$ cat config.mk
export PLATFORM = sky130hd
export DESIGN_NAME = run_ctrl
export DESIGN_NICKNAME = d
export VERILOG_FILES = /design/src/rtl/run_ctrl_pkg.sv /design/src/rtl/dmem_port_mux.sv /design/src/rtl/run_ctrl.sv
export SDC_FILE = /design/constraint.sdc
export NUM_CORES = 1
export LEC_CHECK = 0
export ABC_AREA = 1
export CORE_MARGIN = 2
export CORE_UTILIZATION = 44
export DETAILED_ROUTE_END_ITERATION = 7
export PLACE_DENSITY = 0.94
export SLEW_MARGIN = 20
export SYNTH_ARGS = -nofsm -noshare
export SYNTH_HDL_FRONTEND = slang
export SYNTH_HIERARCHICAL = 1
export SYNTH_SLANG_ARGS = --single-unit
$ cat constraint.sdc
create_clock -name clk -period 4.8 [get_ports clk]
set_clock_uncertainty 0.1 [all_clocks]
set_input_delay 1.44 -clock clk [delete_from_list [all_inputs] [get_ports clk]]
set_output_delay 1.44 -clock clk [all_outputs]
set_load 0.05 [all_outputs]
$ cat src/rtl/run_ctrl_pkg.sv
// Shared types and data-memory geometry for the run controller.
package run_ctrl_pkg;
  typedef enum logic [1:0] {
    IDLE = 2'd0,
    ARM  = 2'd1,
    RUN  = 2'd2,
    DONE = 2'd3
  } run_state_t;

  localparam int DMEM_AW = 8;
  localparam int DMEM_DW = 8;
endpackage

$ cat src/rtl/dmem_port_mux.sv
// Data-memory port steering: the core owns the port while running,
// otherwise the host drives it and may write only when granted.
module dmem_port_mux
  import run_ctrl_pkg::*;
(
  input  logic               i_core_owns,
  input  logic               i_host_grant,
  input  logic               i_core_we,
  input  logic [DMEM_AW-1:0] i_core_addr,
  input  logic [DMEM_DW-1:0] i_core_wdata,
  input  logic               i_host_we,
  input  logic [DMEM_AW-1:0] i_host_addr,
  input  logic [DMEM_DW-1:0] i_host_wdata,
  output logic               o_mem_we,
  output logic [DMEM_AW-1:0] o_mem_addr,
  output logic [DMEM_DW-1:0] o_mem_wdata
);
  always_comb begin
    o_mem_we    = 1'b0;
    o_mem_addr  = i_host_addr;
    o_mem_wdata = i_host_wdata;
    if (i_core_owns) begin
      o_mem_we    = i_core_we;
      o_mem_addr  = i_core_addr;
      o_mem_wdata = i_core_wdata;
    end else if (i_host_grant) begin
      o_mem_we = i_host_we;
    end
  end
endmodule

$ cat src/rtl/run_ctrl.sv
// Run controller: holds the core in reset while the host uses data memory,
// runs it on start until done or watchdog, and counts run cycles.
module run_ctrl
  import run_ctrl_pkg::*;
#(
  parameter int WATCHDOG = 50000,
  parameter int CYC_W    = 16
) (
  input  logic               clk,
  input  logic               reset,
  input  logic               start,
  input  logic               core_done,
  output logic               core_reset,
  input  logic               core_mem_we,
  input  logic [DMEM_AW-1:0] core_addr,
  input  logic [DMEM_DW-1:0] core_wdata,
  output logic [DMEM_DW-1:0] core_rdata,
  input  logic               host_req,
  input  logic               host_we,
  input  logic [DMEM_AW-1:0] host_addr,
  input  logic [DMEM_DW-1:0] host_wdata,
  output logic               host_ack,
  output logic [DMEM_DW-1:0] host_rdata,
  output logic               mem_we,
  output logic [DMEM_AW-1:0] mem_addr,
  output logic [DMEM_DW-1:0] mem_wdata,
  input  logic [DMEM_DW-1:0] mem_rdata,
  output logic               busy,
  output logic               finished,
  output logic               timeout,
  output logic [CYC_W-1:0]   cycles
);
  localparam logic [CYC_W-1:0] WD_LIMIT = CYC_W'(WATCHDOG);

  run_state_t         r_state;
  logic               r_busy;
  logic               r_finished;
  logic               r_timeout;
  logic               r_host_ack;
  logic [DMEM_DW-1:0] r_host_rdata;
  logic [CYC_W-1:0]   r_cycles;

  logic               w_host_side;
  logic               w_core_owns;
  logic               w_host_grant;
  logic [CYC_W-1:0]   w_cycles_inc;

  function automatic logic [CYC_W-1:0] sat_inc(input logic [CYC_W-1:0] v);
    return (&v) ? v : v + CYC_W'(1);
  endfunction

  assign w_host_side  = (r_state == IDLE) || (r_state == DONE);
  assign w_core_owns  = (r_state == RUN);
  // start outranks a host request; the ack cycle blocks a repeat grant.
  assign w_host_grant = w_host_side && host_req && !r_host_ack && !start && !reset;
  assign w_cycles_inc = sat_inc(r_cycles);

  always_ff @(posedge clk) begin
    if (reset) begin
      r_state      <= IDLE;
      r_busy       <= 1'b0;
      r_finished   <= 1'b0;
      r_timeout    <= 1'b0;
      r_cycles     <= '0;
      r_host_ack   <= 1'b0;
      r_host_rdata <= '0;
    end else begin
      r_host_ack <= w_host_grant;
      if (w_host_grant) r_host_rdata <= mem_rdata;
      case (r_state)
        IDLE, DONE: begin
          if (start) begin
            r_state    <= ARM;
            r_busy     <= 1'b1;
            r_finished <= 1'b0;
            r_timeout  <= 1'b0;
            r_cycles   <= '0;
          end
        end
        ARM: begin
          r_state  <= RUN;
          r_cycles <= '0;
        end
        RUN: begin
          r_cycles <= w_cycles_inc;
          // A done in the watchdog cycle still counts as a clean finish.
          if (core_done) begin
            r_state    <= DONE;
            r_busy     <= 1'b0;
            r_finished <= 1'b1;
            r_timeout  <= 1'b0;
          end else if (w_cycles_inc == WD_LIMIT) begin
            r_state    <= DONE;
            r_busy     <= 1'b0;
            r_finished <= 1'b1;
            r_timeout  <= 1'b1;
          end
        end
        default: r_state <= IDLE;
      endcase
    end
  end

  dmem_port_mux u_mux (
    .i_core_owns  (w_core_owns),
    .i_host_grant (w_host_grant),
    .i_core_we    (core_mem_we),
    .i_core_addr  (core_addr),
    .i_core_wdata (core_wdata),
    .i_host_we    (host_we),
    .i_host_addr  (host_addr),
    .i_host_wdata (host_wdata),
    .o_mem_we     (mem_we),
    .o_mem_addr   (mem_addr),
    .o_mem_wdata  (mem_wdata)
  );

  assign core_reset = !w_core_owns;
  assign core_rdata = mem_rdata;
  assign host_ack   = r_host_ack;
  assign host_rdata = r_host_rdata;
  assign busy       = r_busy;
  assign finished   = r_finished;
  assign timeout    = r_timeout;
  assign cycles     = r_cycles;
endmodule
# After elaboration in Yosys (flattened, before gate mapping)
# Cells that the tools add are included.
dict set report word_totals {
  reg_bits 30
  in_bits 47
  output_inout_bits 54
  elab_cells 50
}
dict set report classes {
  add_sub_neg 1
  n_eq_ne 6
  mux 21
  reduce_logical 15
}
# cell count
set op_table {}
lappend op_table {{one-hot mux 16 bit (3 select lines)} 1}
lappend op_table {{2-to-1 mux 16 bit} 2}
lappend op_table {{adder 16 x 1 -> 16 bit (second input constant)} 1}
lappend op_table {{equality test 16 bit (second input constant)} 1}
lappend op_table {{2-to-1 mux 8 bit} 2}
lappend op_table {{AND reduction 16 bit} 1}
lappend op_table {{2-to-1 mux 1 bit} 9}
lappend op_table {{2-to-1 mux 2 bit} 3}
lappend op_table {{one-hot mux 1 bit (2 select lines)} 3}
lappend op_table {{one-hot mux 2 bit (3 select lines)} 1}
lappend op_table {{equality test 2 bit (second input constant)} 2}
lappend op_table {{logical AND 1 bit} 4}
lappend op_table {{logical NOT 1 bit} 4}
lappend op_table {{!= test 3 x 2 -> 1 bit (second input constant)} 1}
lappend op_table {{AND reduction 3 bit} 1}
lappend op_table {{equality test 2 x 1 -> 1 bit (second input constant)} 1}
lappend op_table {{logical NOT 2 bit} 1}
lappend op_table {{!= test 2 bit (second input constant)} 1}
lappend op_table {{AND reduction 2 bit} 1}
lappend op_table {{nonzero test 2 bit} 1}
lappend op_table {{OR reduction 2 bit} 1}
lappend op_table {{logical OR 1 bit} 1}

# Logic depth before layout (Yosys ltp)
# Gate-level depths: netlist of run 1.
dict set report logic_depth {
  ltp_word 8
  mapped_depth 15
  depth_no_buf 15
}

# By module
# The synthesis of run 1 kept the hierarchy.
# mod instances cells_each area_per_inst_um2 seq_area_each_um2
set modules_own_cells {}
lappend modules_own_cells {run_ctrl 1 275 1825.5 600.6}
lappend modules_own_cells {dmem_port_mux 1 55 256.5 0.0}

# Worst setup path before layout of run 1
# No wires, ideal clock.
dict set report synth_path {
  kind {input-to-output}
  from {in start}
  to {out mem_we}
  arrival_ps 2875
  t_required_ps 3260
  setup_slack_ps 385
  path_stages 6
  n_path_buf 1
  cell_sequence {nor2_2 > clkinv_1 > nor3_2 > buf_2 > nand3_1 > nand2_1}
}
dict set report synth_between {
  elab_chain_len 5
}
# element line
set synth_rtl {}
lappend synth_rtl {{start, declared} run_ctrl.sv:11} ;# input logic start,
lappend synth_rtl {{logical NOT 1 bit} run_ctrl.sv:55} ;# assign w_host_grant = w_host_side && host_req && !r_host_ack && !start && !reset;
lappend synth_rtl {{logical AND 1 bit (2 in a row)} run_ctrl.sv:55}
lappend synth_rtl {{via w_host_grant} run_ctrl.sv:45} ;# logic w_host_grant;
lappend synth_rtl {{2-to-1 mux 1 bit} dmem_port_mux.sv:26} ;# end else if (i_host_grant) begin
lappend synth_rtl {{2-to-1 mux 1 bit} dmem_port_mux.sv:22} ;# if (i_core_owns) begin
lappend synth_rtl {{end, declared} run_ctrl.sv:24} ;# output logic mem_we,
# The timed path passes the listed nets, and every way through them passes these cells.

# Worst setup path after layout of run 1
dict set report layout_path {
  from {in core_addr[5]}
  to {out mem_addr[5]}
}
dict set report layout_between {
  elab_chain_len 1
}
# element line
set layout_rtl {}
lappend layout_rtl {{start, declared} run_ctrl.sv:15} ;# input logic [DMEM_AW-1:0] core_addr,
lappend layout_rtl {{2-to-1 mux 8 bit} dmem_port_mux.sv:22}
lappend layout_rtl {{end, declared} run_ctrl.sv:25} ;# output logic [DMEM_AW-1:0] mem_addr,
# No other way between the ends.

==> flow_metrics.py, run 1 <==
metrics = {
    "grt": {
        "antenna_found_initial": 0,
        "grt_usage": 0.229,
        "grt_max_degree": 21,
        "gr-total-overflow": 0,
        "grt_pass1_wl_um": 9710,
        "grt_pass1_vias": 2258,
    },
    "yosys": {
        "synthAdderAreaFrac": 0.0240,
        "synth-xor-area-share": 0.00841,
        "synth_compound_area_frac": 0.108,
        "synth-simple-area-share": 0.455,
        "synth_nets": 381,
        "synthMuxAreaShare": 0,
        "yosysSeqAreaShare": 0.288,
        "postSynth.asyncResetShare": 0,
        "syn_inst": 330,
        "syn_area_sq_um": 2080,
        "synth-edff-count": 0,
        "synth_top_family_by_area": "simple AND/OR/NAND/NOR gates",
        "yosysWarnings": 6,
        "yosysUniqueCellTypes": 30,
        "synth_area_leaders": "dfxtp_1 (29%), nand2_1 (25%), a21oi_1 (5.0%)",
        "yosys.area.top_type": "dfxtp_1",
        "yosys_register_bits": 30,
        "synth_top_area_frac": 0.288,
        "avgSynthCellArea_sq_um": 6.31,
        "synth_ff_type": "dfxtp_1",
    },
    "floorplanning": {
        "core_area_sq_um": 4630,
        "core.rowCount": 25,
        "die_w_um": 72.8,
        "die_y_um": 72.8,
        "start_util": 0.450,
        "ios": 101,
        "dieArea_sq_um": 5300,
    },
    "sta": {
        "max_freq_ghz": 0.225,
        "drv_slew": 0,
        "fin_crit_sh": 0.925,
        "tns_ps": 0,
        "worst_slew_pin_slew_ps": 944,
        "rsz0062_at_grt": "no",
        "relSlewSlack": 0.368,
        "finalSetupViolCount": 0,
        "whs_ps": 362,
        "setup_ws_ps": 360,
        "hold_viol": 0,
        "timing.final.crit_period_ps": 4440,
    },
    "critical_path": {
        "worstPathRequired_ps": 3260,
        "worst-setup-path-type": "primary input to primary output",
        "worst-path-max-fanout": 1,
        "cp.arrival_ps": 2900,
        "crit_path_start_kind": "primary input",
        "crit_path_start": "core_addr[5]",
        "timing.rr.start": "r_state[0]",
        "cp-end-kind": "primary output",
    },
    "drt": {
        "drt.antenna.violating_nets": 0,
        "finalWirelength_um": 6360,
        "drt_iter0_markers": 194,
        "drcViolationCount": 0,
        "drt_first_pass_iters": 5,
        "avgRoutedWirePerCell_um": 13.3,
        "vias": 2437,
        "via_per_inst": 5.11,
    },
    "finish": {
        "drive_gt1_frac": 0.0922,
        "nets": 473,
        "final_util": 0.687,
        "antenna_cells": 0,
        "area_delta_synth_final_pct": 52.8,
    },
    "cts": {
        "post_cts_resized": 0,
        "clock_latency_ps": 290,
        "cts.path.max_buffers": 2,
        "cts_sinks": 30,
        "cts_tree": "built",
        "cts_hold_buf": 0,
        "numCtsBuffers": 5,
        "post_cts_buffers": 0,
        "clockRootBuffer": "clkbuf_8",
        "htree_levels": 2,
        "clk_pin_slew_ps": 60,
    },
    "pwr": {
        "power_density_nw_per_um2": 438,
        "vdd_drop_max_mv": 0.343,
        "p_leak_nw": 1.27,
    },
    "flow_run": {
        "cap_violations": 0,
    },
    "placed_design": {
        "pre_cts_ws_ps": 369,
        "place_congestion": 0.909,
        "io_buffers": 100,
        "dp_hpwl_um": 4550,
    },
    "status": {
        "status": "completed",
    },
    "hold_path": {
        "min_path_type": "flop to flop",
        "hp-start": "finished",
    },
}
## cell families after synthesis
group | Yosys count
xor+xnor | 2
simple gates | 209
buf+inv | 42
flops | 30
compound gates | 43
fa+ha+maj | 4
## layout by cell type (no fill, tap or decap), types with 3 or more instances in the layout
| cell | instances |
|---|---|
| nand2_1 | 139 |
| clkdlybuf4s50_1 | 99 |
| dfxtp_1 | 30 |
| a21oi_1 | 21 |
| inv_1 | 19 |
| o21ai_0 | 18 |
| nor2_1 | 17 |
| nand3_1 | 15 |
| nand2_2 | 9 |
| nand4_1 | 8 |
| clkbuf_8 | 6 |
| nor2_2 | 5 |
| nor3_1 | 5 |
| o21bai_1 | 4 |
| ha_1 | 4 |
| nor2_4 | 3 |
| nand3_2 | 3 |
| buf_4 | 3 |
## where the power goes
part,total [mW],switching (mW),internal [mW],leakage (nW)
Combinational,0.774,0.527,0.248,0.952
Clock,0.322,0.100,0.221,0.0714
Sequential,0.298,0.0203,0.277,0.243
Total,1.39,0.647,0.747,1.27
## sequential cells by signal, summed over array words and instances (netlist names)
signal and cells:
host_ack 1, timeout 1, cycles 16, r_state 2
finished 1, busy 1, host_rdata 8
## per-layer routing
layer / up-vias / global-route usage / wire, um
met3: 20 / 0.0387 / 324
li1: 1235 / - / -
met5: - / 0 / 0
met2: 88 / 0.420 / 3360
met1: 1094 / 0.258 / 2530
met4: 0 / 0.0988 / 145
## final timing paths
kind,to,cells after the start,slack (ps)
worst max-delay path,mem_addr[5],4,360
worst min-delay path,finished,2,360
worst max register to register,cycles[7],6,2010
worst min register to register,finished,2,360
## stage by stage
step | cells | area [sq um] | power (mW)
floorplan | 330 | 2080 | 0.836
global placement | 469 | 3040 | 1.05
detailed placement | 469 | 3040 | 1.07
CTS | 477 | 3180 | 1.39
global route | 477 | 3180 | 1.45
finish | 477 | 3180 | 1.39
## cell usage after synthesis (2+ instances only)
library cell	instances
ha_1	4
inv_2	2
clkinv_1	2
buf_4	9
inv_1	19
o21ai_0	18
clkbuf_1	3
nand2_2	9
dfxtp_1	30
nand2_4	2
nor2_1	17
nor2_2	5
xor2_1	2
nand4_1	8
buf_6	2
nand2_1	139
nor3_1	5
o21bai_1	4
nor2_4	3
nand3_2	3
a21oi_1	21
nand3_1	15
## final cells by class
type	instances	area, sq um
clock buffer	6	82.6
clock inverter	2	60.1
fill	361	1450
inverter	24	97.6
multi-input combinational	258	1240
sequential	30	601
tap	54	67.6
timing repair buffer	103	1030
## worst max-delay path, cell delays in order
cell and delay [ps]:
clkdlybuf4s50_1 480, nand2_1 60, nand2_1 110, clkdlybuf4s50_1 810
Note: power is estimated with default switching activity, not from simulation.
==> run 2, diff against run 1 <==
Settings changed: MAX_ROUTING_LAYER set to met4, RECOVER_POWER set to 50.
==> run 2 against run 1 <==
Power is 1.3% lower. Fmax is 2.3% lower. Utilization is 1.1 points lower. Count of clock-buffer cells in the layout stayed put. Sequential cell count stayed put. Combinational power is 2% lower. Clock power hardly changed. First-iteration DRC count is 1.5% higher. Setup slack worse by 100 ps. Final cell count stayed put. Cell area is 1.5% lower. Via count is 1.3% higher.
==> flow_metrics.py, run 2 (same netlist as run 1, synthesis figures left out) <==
metrics = {
    "status": {
        "status": "completed",
    },
    "pwr": {
        "p_sw_uw": 643,
        "clock_power_share": 0.234,
        "power_density_nw_per_um2": 439,
        "p_comb_frac": 0.551,
        "p_sw_frac": 0.468,
        "vdd_drop_max_mv": 0.331,
        "p_leak_nw": 1.31,
        "p_seq_frac": 0.216,
        "internal-power_uw": 732,
        "finalPower_mw": 1.37,
    },
    "drt": {
        "finalWirelength_um": 6350,
        "drcViolationCount": 0,
        "drt_first_pass_iters": 6,
        "vias": 2468,
        "drt.antenna.violating_nets": 0,
        "drt_iter0_markers": 197,
        "via_per_inst": 5.17,
        "avgRoutedWirePerCell_um": 13.3,
    },
    "floorplanning": {
        "die_y_um": 72.8,
        "die_w_um": 72.8,
        "dieArea_sq_um": 5300,
        "ios": 101,
        "start_util": 0.450,
        "core.rowCount": 25,
        "core_area_sq_um": 4630,
    },
    "placed_design": {
        "pre_cts_ws_ps": 369,
        "dp_hpwl_um": 4550,
        "place_congestion": 0.925,
        "io_buffers": 100,
        "placed_area_sq_um": 3040,
        "placed_cells": 469,
    },
    "sta": {
        "timing.final.crit_period_ps": 4540,
        "max_freq_ghz": 0.220,
        "rsz0062_at_grt": "no",
        "whs_ps": 361,
        "relSlewSlack": 0.339,
        "fin_crit_sh": 0.947,
        "tns_ps": 0,
        "drv_slew": 0,
        "hold_viol": 0,
        "setup_ws_ps": 256,
        "worst_slew_pin_slew_ps": 988,
        "finalSetupViolCount": 0,
    },
    "finish": {
        "layout_commonest_cell": "nand2_1",
        "final_util": 0.677,
        "layout.cells.most_common_list": "nand2_1 (140), clkdlybuf4s50_1 (71), dfxtp_1 (30)",
        "area_delta_synth_final_pct": 50.5,
        "antenna_cells": 0,
        "largest_reg_flops": 16,
        "fin_area_sq_um": 3130,
        "final_cells": 477,
        "drive_gt1_frac": 0.0733,
        "nets": 473,
    },
    "critical_path": {
        "worst-setup-path-type": "primary input to primary output",
        "worstPathRequired_ps": 3260,
        "r2r_cells": 14,
        "worst-path-max-fanout": 8,
        "crit_path_start_kind": "primary input",
        "cp-end-kind": "primary output",
        "cp.arrival_ps": 3000,
    },
    "cts": {
        "cts_sinks": 30,
        "clk_pin_slew_ps": 60,
        "htree_levels": 2,
        "post_cts_buffers": 0,
        "cts_tree": "built",
        "numCtsBuffers": 5,
        "clock_latency_ps": 290,
        "clockRootBuffer": "clkbuf_8",
        "post_cts_resized": 0,
        "cts_hold_buf": 0,
        "cts.path.max_buffers": 2,
    },
    "grt": {
        "gr-total-overflow": 0,
        "antenna_found_initial": 0,
        "grt_max_degree": 21,
        "grt_pass1_wl_um": 9710,
        "grt_pass1_vias": 2257,
        "grt_usage": 0.236,
    },
    "hold_path": {
        "min_path_type": "flop to flop",
        "hold_depth": 2,
    },
    "flow_run": {
        "cap_violations": 0,
    },
}
[run 2: cell count changes in the layout (fill, tap and decap cells not counted), sizes merged]
cell           delta
clkdlybuf4s50    -28
dlygate4sd3      +28
buf               -2
clkbuf            +2
[run 2: critical path, stage by stage]
cell	delay [ps]
dlygate4sd3_1	550
nor2_2	130
clkinv_1	210
nor3_1	290
nand3_1	120
nand2_1	120
buf_12	150
[run 2: cell type report]
cell class                 count  area, sq um
sequential                    30          601
inverter                      24         97.6
clock inverter                 2         60.1
timing repair buffer         103         1030
fill                         371         1500
multi-input combinational    258         1200
tap                           54         67.6
clock buffer                   6         82.6
[run 2: final timing paths]
kind,startpoint,end,slack (ps)
setup / recovery,start,mem_we,260
hold / removal,finished,finished,360
setup reg to reg,cycles[0],busy,1180
hold reg to reg,finished,finished,360
[run 2: per-layer routing]
layer,part of all wire,GRT usage,up-vias
li1,-,-,1232
met1,0.39,0.261,1111
met2,0.53,0.420,103
met3,0.048,0.0331,22
met4,0.023,0.0988,0
met5,0,-,-
[run 2: power groups by stage]
stage / clock (mW) / sequential (mW) / combinational (mW)
after floorplan: 0 / 0.366 / 0.469
after global placement: 0 / 0.301 / 0.750
after detailed placement: 0 / 0.302 / 0.770
after CTS: 0.323 / 0.297 / 0.774
after global routing: 0.330 / 0.301 / 0.795
final: 0.321 / 0.296 / 0.757
==> run 3, diff against run 2 <==
Settings changed: CORE_UTILIZATION 44 to 29, PLACE_DENSITY 0.94 to 0.67.
==> run 3 against run 2 <==
Final cell count is 9.0% higher. Combinational power decreased by 1%. Hold slack lost 5.8 ps. Largest cell class unchanged. Largest power group unchanged.
==> flow_metrics.py, run 3 (same netlist as run 1, synthesis figures left out) <==
metrics = {
    "cts": {
        "cts_hold_buf": 0,
        "cts.path.max_buffers": 2,
        "cts_tree": "built",
        "clock_latency_ps": 290,
        "clockRootBuffer": "clkbuf_8",
        "post_cts_resized": 0,
        "clk_pin_slew_ps": 70,
        "htree_levels": 2,
        "cts_sinks": 30,
        "post_cts_buffers": 0,
        "numCtsBuffers": 5,
    },
    "floorplanning": {
        "start_util": 0.303,
        "die_w_um": 88.7,
        "die_y_um": 88.7,
        "ios": 101,
        "dieArea_sq_um": 7870,
        "core_area_sq_um": 6870,
        "core.rowCount": 30,
    },
    "finish": {
        "drive_gt1_frac": 0.0802,
        "nets": 474,
        "layout_commonest_cell": "nand2_1",
        "layout.cells.most_common_list": "nand2_1 (140), clkdlybuf4s50_1 (69), dfxtp_1 (30)",
        "antenna_cells": 0,
        "largest_reg_flops": 16,
        "area_delta_synth_final_pct": 50.6,
    },
    "critical_path": {
        "crit_path_start": "start",
        "crit_chain": "clkdlybuf4s50_1 -> nor2_1 -> clkinv_1 -> nor3_1 -> nand3_1 -> nand2_1 -> buf_12",
        "cp.depth": 7,
        "path_buf_inv": 3,
        "timing.rr.start": "cycles[1]",
        "cpPeakStageDelay_ps": 410,
        "worst-setup-path-type": "primary input to primary output",
        "cp_top_family": "buffers and inverters",
        "worst-path-max-fanout": 8,
        "cp-end-kind": "primary output",
        "slowest_stage": "clkdlybuf4s50_1",
        "worstPathRequired_ps": 3260,
        "crit_path_start_kind": "primary input",
        "r2r_cells": 14,
        "cp.arrival_ps": 2870,
    },
    "hold_path": {
        "hp-start": "host_ack",
        "min_path_type": "flop to flop",
        "hold_depth": 1,
    },
    "grt": {
        "gr-total-overflow": 0,
        "grt_pass1_vias": 2076,
        "grt_usage": 0.159,
        "grt_max_degree": 21,
        "antenna_found_initial": 0,
        "grt_pass1_wl_um": 9660,
    },
    "sta": {
        "max_freq_ghz": 0.227,
        "tns_ps": 0,
        "hold_viol": 0,
        "worst_slew_pin_slew_ps": 958,
        "timing.final.crit_period_ps": 4410,
        "fin_crit_sh": 0.920,
        "relSlewSlack": 0.359,
        "drv_slew": 0,
        "rsz0062_at_grt": "no",
        "finalSetupViolCount": 0,
    },
    "status": {
        "status": "completed",
    },
    "drt": {
        "drt_iter0_markers": 99,
        "finalWirelength_um": 6110,
        "drt_first_pass_iters": 4,
        "avgRoutedWirePerCell_um": 11.8,
        "via_per_inst": 4.47,
        "drt.antenna.violating_nets": 0,
        "drcViolationCount": 0,
        "vias": 2323,
    },
    "placed_design": {
        "io_buffers": 100,
        "place_congestion": 0.867,
        "dp_hpwl_um": 4740,
    },
    "pwr": {
        "power_density_nw_per_um2": 403,
        "p_leak_nw": 1.29,
        "vdd_drop_max_mv": 0.134,
        "finalPower_mw": 1.26,
    },
    "flow_run": {
        "cap_violations": 0,
    },
}
-- run 3: routing by layer --
| metal | up-vias | wire [um] | global-route usage | share of wire |
|---|---|---|---|---|
| met5 | - | 0 | - | 0 |
| met4 | 0 | 71 | 0.0537 | 0.012 |
| met3 | 5 | 182 | 0.0280 | 0.030 |
| met2 | 49 | 2940 | 0.244 | 0.48 |
| met1 | 1034 | 2910 | 0.210 | 0.48 |
| li1 | 1235 | - | - | - |
-- run 3: through the flow --
stage	instances	setup slack [ps]	utilization	cell area (sq um)	hold WS, ps
2_1_floorplan	330	385	-	2080	356
3_3_place_gp	512	389	0.450	3090	353
3_5_place_dp	512	395	0.450	3090	359
4_1_cts	520	386	0.464	3190	370
5_1_grt	520	241	0.456	3140	383
6_report	520	385	0.456	3140	355
-- run 3: layout make-up --
type                            instances  area, sq um
Sequential cell                        30          601
Fill cell                             695         3730
Multi-Input combinational cell        258         1200
Clock inverter                          2         12.5
Inverter                               24         97.6
Clock buffer                            6         82.6
Timing Repair Buffer                  104         1030
Tap cell                               96          120
-- run 3: report_power, final --
group | internal [mW] | total [mW] | switching, mW
logic | 0.232 | 0.748 | 0.516
clock network | 0.115 | 0.221 | 0.105
registers | 0.277 | 0.294 | 0.0174
-- run 3: worst paths after layout --
path / to / slack [ps]
max: mem_we / 390
min: host_ack / 350
max reg2reg: busy / 1380
min reg2reg: host_ack / 350
